**src/rtl/mips_pkg.sv**
```systemverilog
// Shared MIPS-32 decode constants and the HI/LO multiply/divide state encoding.
// Control_unit uses the same operation codes, so keep them in sync.
package mips_pkg;

    localparam logic [4:0] OP_DIV   = 5'b01111;
    localparam logic [4:0] OP_DIVU  = 5'b10000;
    localparam logic [4:0] OP_MULT  = 5'b10001;
    localparam logic [4:0] OP_MULTU = 5'b10010;
    localparam logic [4:0] OP_MFHI  = 5'b10011;
    localparam logic [4:0] OP_MFLO  = 5'b10100;
    localparam logic [4:0] OP_MTHI  = 5'b10101;
    localparam logic [4:0] OP_MTLO  = 5'b10111;

    localparam int         ITER_CNT_W = 5;
    localparam logic [4:0] ITER_LAST  = 5'd31;

    typedef enum logic [1:0] {
        ST_IDLE = 2'd0,
        ST_MUL  = 2'd1,
        ST_DIV  = 2'd2,
        ST_FIX  = 2'd3
    } md_state_t;

    function automatic logic is_hilo_op(input logic [4:0] op);
        return (op == OP_DIV)  || (op == OP_DIVU) || (op == OP_MULT) || (op == OP_MULTU) ||
               (op == OP_MFHI) || (op == OP_MFLO) || (op == OP_MTHI) || (op == OP_MTLO);
    endfunction

endpackage

```
**src/rtl/muldiv_iter.sv**
```systemverilog
// Radix-2 iterative datapath: shift-add multiply or restoring divide on unsigned magnitudes.
// One step per cycle while i_step is high; the caller sequences 32 steps and owns the sign handling.
module muldiv_iter #(
    parameter int W = 32
) (
    input  logic           clk,
    input  logic           rst,
    input  logic           i_load,
    input  logic           i_is_div,
    input  logic           i_step,
    input  logic [W-1:0]   i_a,
    input  logic [W-1:0]   i_b,
    output logic [2*W-1:0] o_prod,
    output logic [W-1:0]   o_quot,
    output logic [W-1:0]   o_rem
);

    logic [2*W-1:0] r_acc;
    logic [2*W-1:0] r_mcand;
    logic [W-1:0]   r_shift;
    logic [W-1:0]   r_rem;
    logic [W-1:0]   r_divisor;
    logic           r_is_div;

    logic [W:0]     w_rem_sh;
    logic [W+1:0]   w_diff;
    logic           w_fits;

    // r_shift holds the multiplier bits for mul, and the dividend turning into the quotient for div
    assign w_rem_sh = {r_rem, r_shift[W-1]};
    assign w_diff   = {1'b0, w_rem_sh} - {2'b00, r_divisor};
    assign w_fits   = !w_diff[W+1];

    always_ff @(posedge clk) begin
        if (rst) begin
            r_acc     <= '0;
            r_mcand   <= '0;
            r_shift   <= '0;
            r_rem     <= '0;
            r_divisor <= '0;
            r_is_div  <= 1'b0;
        end else if (i_load) begin
            r_is_div  <= i_is_div;
            r_acc     <= '0;
            r_mcand   <= {{W{1'b0}}, i_a};
            r_shift   <= i_is_div ? i_a : i_b;
            r_rem     <= '0;
            r_divisor <= i_b;
        end else if (i_step) begin
            if (r_is_div) begin
                r_rem   <= w_fits ? w_diff[W-1:0] : w_rem_sh[W-1:0];
                r_shift <= {r_shift[W-2:0], w_fits};
            end else begin
                if (r_shift[0]) begin
                    r_acc <= r_acc + r_mcand;
                end
                r_mcand <= r_mcand << 1;
                r_shift <= r_shift >> 1;
            end
        end
    end

    assign o_prod = r_acc;
    assign o_quot = r_shift;
    assign o_rem  = r_rem;

endmodule

```
**src/rtl/hilo_muldiv_unit.sv**
```systemverilog
// HI/LO register pair with a 33-cycle iterative mult/div (32 steps + sign fix-up), plus mfhi/mflo/mthi/mtlo.
// HI/LO-class ops arriving while busy raise stall; nothing is queued, other ops pass untouched.
module hilo_muldiv_unit
    import mips_pkg::*;
#(
    parameter int DATA_W = 32
) (
    input  logic              clk,
    input  logic              rst,
    input  logic              op_valid,
    input  logic [4:0]        operation,
    input  logic [DATA_W-1:0] rs_val,
    input  logic [DATA_W-1:0] rt_val,
    output logic              stall,
    output logic [DATA_W-1:0] rd_data,
    output logic              busy,
    output logic              done
);

    md_state_t               r_state;
    md_state_t               w_next_state;
    logic [ITER_CNT_W-1:0]   r_cnt;
    logic [DATA_W-1:0]       r_hi;
    logic [DATA_W-1:0]       r_lo;
    logic                    r_signed;
    logic                    r_is_div;
    logic                    r_neg_a;
    logic                    r_neg_b;
    logic                    r_div_zero;

    logic                    w_hilo_op;
    logic                    w_accept;
    logic                    w_start_mul;
    logic                    w_start_div;
    logic                    w_signed_op;
    logic                    w_step;
    logic [DATA_W-1:0]       w_mag_a;
    logic [DATA_W-1:0]       w_mag_b;
    logic [2*DATA_W-1:0]     w_prod;
    logic [DATA_W-1:0]       w_quot;
    logic [DATA_W-1:0]       w_rem;
    logic                    w_res_neg;
    logic [2*DATA_W-1:0]     w_prod_fix;
    logic [DATA_W-1:0]       w_quot_fix;
    logic [DATA_W-1:0]       w_rem_fix;

    assign w_hilo_op   = is_hilo_op(operation);
    assign stall       = op_valid & w_hilo_op & busy;
    assign w_accept    = op_valid & w_hilo_op & !stall;
    assign w_start_mul = w_accept & ((operation == OP_MULT) | (operation == OP_MULTU));
    assign w_start_div = w_accept & ((operation == OP_DIV)  | (operation == OP_DIVU));
    assign w_signed_op = (operation == OP_MULT) | (operation == OP_DIV);

    assign w_mag_a = (w_signed_op & rs_val[DATA_W-1]) ? -rs_val : rs_val;
    assign w_mag_b = (w_signed_op & rt_val[DATA_W-1]) ? -rt_val : rt_val;

    always_ff @(posedge clk) begin
        if (rst) begin
            r_state <= ST_IDLE;
        end else begin
            r_state <= w_next_state;
        end
    end

    always_comb begin
        w_next_state = r_state;
        case (r_state)
            ST_IDLE: begin
                if (w_start_mul) begin
                    w_next_state = ST_MUL;
                end else if (w_start_div) begin
                    w_next_state = ST_DIV;
                end
            end
            ST_MUL, ST_DIV: begin
                if (r_cnt == ITER_LAST) begin
                    w_next_state = ST_FIX;
                end
            end
            ST_FIX:  w_next_state = ST_IDLE;
            default: w_next_state = ST_IDLE;
        endcase
    end

    always_comb begin
        busy   = 1'b0;
        done   = 1'b0;
        w_step = 1'b0;
        case (r_state)
            ST_MUL, ST_DIV: begin
                busy   = 1'b1;
                w_step = 1'b1;
            end
            ST_FIX: begin
                busy = 1'b1;
                done = 1'b1;
            end
            default: ;
        endcase
    end

    always_ff @(posedge clk) begin
        if (rst) begin
            r_cnt <= '0;
        end else if (w_step) begin
            r_cnt <= r_cnt + 1'b1;
        end else begin
            r_cnt <= '0;
        end
    end

    always_ff @(posedge clk) begin
        if (rst) begin
            r_signed   <= 1'b0;
            r_is_div   <= 1'b0;
            r_neg_a    <= 1'b0;
            r_neg_b    <= 1'b0;
            r_div_zero <= 1'b0;
        end else if (w_start_mul | w_start_div) begin
            r_signed   <= w_signed_op;
            r_is_div   <= w_start_div;
            r_neg_a    <= w_signed_op & rs_val[DATA_W-1];
            r_neg_b    <= w_signed_op & rt_val[DATA_W-1];
            r_div_zero <= (rt_val == '0);
        end
    end

    muldiv_iter #(
        .W (DATA_W)
    ) u_iter (
        .clk      (clk),
        .rst      (rst),
        .i_load   (w_start_mul | w_start_div),
        .i_is_div (w_start_div),
        .i_step   (w_step),
        .i_a      (w_mag_a),
        .i_b      (w_mag_b),
        .o_prod   (w_prod),
        .o_quot   (w_quot),
        .o_rem    (w_rem)
    );

    // Divide by zero keeps the all-ones quotient unsigned so LO stays 0xFFFFFFFF for any dividend sign
    assign w_res_neg  = r_signed & (r_neg_a ^ r_neg_b);
    assign w_prod_fix = w_res_neg ? -w_prod : w_prod;
    assign w_quot_fix = (w_res_neg & !r_div_zero) ? -w_quot : w_quot;
    assign w_rem_fix  = r_neg_a ? -w_rem : w_rem;

    always_ff @(posedge clk) begin
        if (rst) begin
            r_hi <= '0;
            r_lo <= '0;
        end else if (r_state == ST_FIX) begin
            if (r_is_div) begin
                r_hi <= w_rem_fix;
                r_lo <= w_quot_fix;
            end else begin
                r_hi <= w_prod_fix[2*DATA_W-1:DATA_W];
                r_lo <= w_prod_fix[DATA_W-1:0];
            end
        end else if (w_accept && operation == OP_MTHI) begin
            r_hi <= rs_val;
        end else if (w_accept && operation == OP_MTLO) begin
            r_lo <= rs_val;
        end
    end

    always_comb begin
        rd_data = '0;
        if (op_valid && operation == OP_MFHI) begin
            rd_data = r_hi;
        end else if (op_valid && operation == OP_MFLO) begin
            rd_data = r_lo;
        end
    end

endmodule
```
**config.mk**
```make
export PLATFORM = sky130hd
export DESIGN_NAME = hilo_muldiv_unit
export DESIGN_NICKNAME = d
export VERILOG_FILES = /design/src/rtl/mips_pkg.sv /design/src/rtl/muldiv_iter.sv /design/src/rtl/hilo_muldiv_unit.sv
export SDC_FILE = /design/constraint.sdc
export NUM_CORES = 1
export LEC_CHECK = 0
export ABC_AREA = 1
export BUFFER_PORTS_ARGS = -buffer_cell sky130_fd_sc_hd__clkbuf_2
export CAP_MARGIN = 10
export CORE_ASPECT_RATIO = 1.1
export CORE_UTILIZATION = 30
export CTS_CLUSTER_DIAMETER = 40
export DETAILED_ROUTE_END_ITERATION = 10
export GPL_TIMING_DRIVEN = 0
export SYNTH_ARGS = -nofsm -noshare
export SYNTH_HDL_FRONTEND = slang
export SYNTH_HIERARCHICAL = 1
export SYNTH_SLANG_ARGS = --single-unit
```
**constraint.sdc**
```tcl
create_clock -name clk -period 6.9 [get_ports clk]
set_input_delay 1.38 -clock clk [delete_from_list [all_inputs] [get_ports clk]]
set_output_delay 1.38 -clock clk [all_outputs]
set_load 0.01 [all_outputs]
```
==> metrics.md <==
| Metric | Value |
|---|---|
| Drt pass-1 iters | 6 |
| Initial antenna violation count | 19 |
| Switch Pwr | 0.00453 W |
| Unrepaired setup endpoints after global routing | no |
| Die ar. | 94300 um2 |
| First-pass GRT wire length | 192 mm |
| Quantity of gates resized following cts | 0 |
| Asr flop ratio synth | 0 |
| Die Ht | 322 um |
| Routability cong. | 1.01 |
| Share of cells above drive strength 1 | 0.0763 |
| Syn. warnings | 6 |
| Synth Cell Area | 27900 um2 |
| Crit path largest cell delay | 0.77 ns |
| Final-stage net count | 5291 |
| Core area | 92400 um2 |
| Switching Share | 0.466 |
| DRC | 0 |
| CTS Buf Count | 59 |
| Crit path depth | 14 |
| Post-route clock period utilization | 0.659 |
| 1st-iter DRT viols | 3310 |
| Post-synth top cells | nand2_1, inv_1, nor2_1, nand3_1, dfxtp_1 |
| Number of synthesized flops with an enable pin | 0 |
| Reg2Reg Depth | 9 |
| Largest net degree at the start of global routing | 17 |
| Postcts setup bufs | 0 |
| GRT overflow | 0 |
| FP Rows | 117 |
| Cells after Synth | 4945 |
| Pwr Total | 0.00973 W |
| Slew Viols, Final | 0 |
| DP Worst Slack | 1.85 ns |
| CP endpoint kind | flop |
| Highest clock rate | 220 MHz |
| Depth of the worst hold-timing path | 1 |
| Min-delay worst type | reg -> reg |
| Max stage delay cell, worst path | nor2_1 |
| CTS HTree Levels | 2 |
| Clk slew on worst S/H paths | 0.06 ns |
| Cell Int Power | 0.00520 W |
| Power Dens Cells | 303 nW/um2 |
| Largest cells by area after synthesis | dfxtp_1, nand2_1, inv_1 |
| Crit path max-delay family | simple AND/OR/NAND/NOR gates |
| Max IR drop VDD | 0.209 mV |
| Syn avg cell area | 5.65 um2 |
| CTS tree | yes |
| Die W | 293 um |
| Post-DP HPWL | 112 mm |
| Final Hold Fails | 0 |
| Seq pwr share | 0.255 |
| Total Routed Length | 133 mm |
| Avg Vias per Cell | 5.11 |
| CP arrival | 5.12 ns |
| Routed WL per cell | 20.8 um |
| Share of the synthesized area in the top cell type | 0.216 |
| Largest area contributor in the netlist | dfxtp_1 |
| Max cap viols | 0 |
| Vias in the first global route | 30000 |
| Final setup skew | 0.0291 ns |
| Setup CP Type | in -> reg |
| Status | finished, final reports clean |
| Area grow syn2layout | 15.1% |
| Final setup fails | 0 |
| Element type at the critical path start | primary input |
| Clock Tree Root | clkbuf_16 |
| CTS Buffer Depth | 3 |
| Seq cells post-synth | 301 |
| Post-cts hold buffer count | 0 |
| CTS Sinks | 301 |
| Via count of the routed design | 32800 |
| DRT antenna net count | 0 |
| Sequential cell area fraction in the yosys report | 0.216 |
| Net Count, Synth | 5124 |
| Initial Util | 0.302 |
| Worst Max-Slew Pin Slew | 1.11 ns |
| Top-level I/O count | 107 |
| IO buf count | 106 |
| Most numerous cell in the Yosys netlist | nand2_1 |
| Netlist cell types | 54 |
| Setup TNS | 0 ns |
| Clk_lat worst skew | 0.65 ns |
| Pleak | 16.3 nW |
| Max FO, Critical Path | 13 |
| Total track usage | 0.273 |
| Worst Path Required | 7.48 ns |
| Clock share of power | 0.315 |
| Top_reg_cell synth | dfxtp_1 |
| CP cell instances | clkbuf_2, inv_2, nor2_1, nand2_1, inv_1, o21ai_1, nand3_2, nand4_1, nand2_1, nor2_1, clkbuf_1, clkbuf_1, o21ai_0, a31oi_1 |
| Worst rel slew slack | 0.257 |
| Setup ws final | 2.35 ns |
| WP buf/inv | 5 |
| Comb pwr share | 0.430 |
| Post-layout min period | 4.55 ns |
## worst paths after layout
check	start	to	slack (ns)
worst max-delay path	operation[2]	u_iter/o_rem[10]$_SDFFE_PP0P_	2.35
worst min-delay path	r_cnt[0]$_SDFF_PP0_	r_cnt[0]$_SDFF_PP0_	0.46
worst max register to register	r_state[0]$_SDFFE_PP0P_	u_iter/o_rem[10]$_SDFFE_PP0P_	2.91
worst min register to register	r_cnt[0]$_SDFF_PP0_	r_cnt[0]$_SDFF_PP0_	0.46
## layout by cell type, fill, tap and decap left out, types with 13 or more instances in the layout
cell type  instances
nand2_1         1525
inv_1            811
nor2_1           524
nand3_1          327
dfxtp_1          301
o21ai_0          253
a21oi_1          241
clkbuf_2         106
ha_1             105
clkbuf_1         101
xor2_1            91
o22ai_1           69
clkbuf_16         59
a31oi_1           56
nand4_1           49
o21ai_1           46
o21bai_1          45
nor3_1            39
o211ai_1          38
buf_2             35
o21a_1            34
nand3b_1          31
inv_2             23
nor2_2            17
nand2_2           17
nand3_2           13
xnor2_1           13
buf_1             13
## kinds of logic after synthesis
logic type      share of synthesized area
simple gates                        0.392
buf+inv                             0.141
compound gates                      0.170
flops                               0.216
fa+ha+maj                          0.0485
xor+xnor                           0.0326
## per-layer routing
metal | wire (um) | track usage
met3 | 11000 | 0.0420
met1 | 57200 | 0.365
met4 | 6460 | 0.123
met5 | 35 | 0
met2 | 58300 | 0.432
## area by class of cell
cell class	instances	area, um2
antenna	1	2.50
timing repair buffer	106	531
sequential	301	6030
buffer	166	795
clock buffer	69	1560
inverter	838	3150
tap	1249	1560
fill	10500	60200
multi-input combinational	3640	18000
clock inverter	41	561
## stage by stage
stage | instance area [um2] | instances | utilization | hold WS (ns)
global route | 32100 | 6410 | 0.348 | 0.480
CTS | 32100 | 6410 | 0.348 | 0.465
floorplan | 27900 | 4945 | - | 0.418
finish | 32100 | 6411 | 0.348 | 0.463
detailed placement | 30000 | 6300 | 0.325 | 0.457
global placement | 30000 | 6300 | 0.325 | 0.434
## sequential cells by signal, summed over array words and instances (netlist names), 2 cells and up
signal / flops
r_hi: 32
u_iter/o_rem: 32
u_iter/o_prod: 64
r_lo: 32
u_iter/r_divisor: 32
u_iter/r_mcand: 64
r_state: 2
u_iter/o_quot: 32
r_cnt: 5
## power by group through the flow
| stage | clock network (W) | registers [W] | logic, W |
|---|---|---|---|
| after floorplan | 0 | 0.00226 | 0.00285 |
| after global placement | 0 | 0.00249 | 0.00408 |
| after detailed placement | 0 | 0.00249 | 0.00408 |
| after CTS | 0.00310 | 0.00246 | 0.00410 |
| after global routing | 0.00319 | 0.00249 | 0.00460 |
| final | 0.00307 | 0.00248 | 0.00418 |
(Power assumes the default switching activity.)
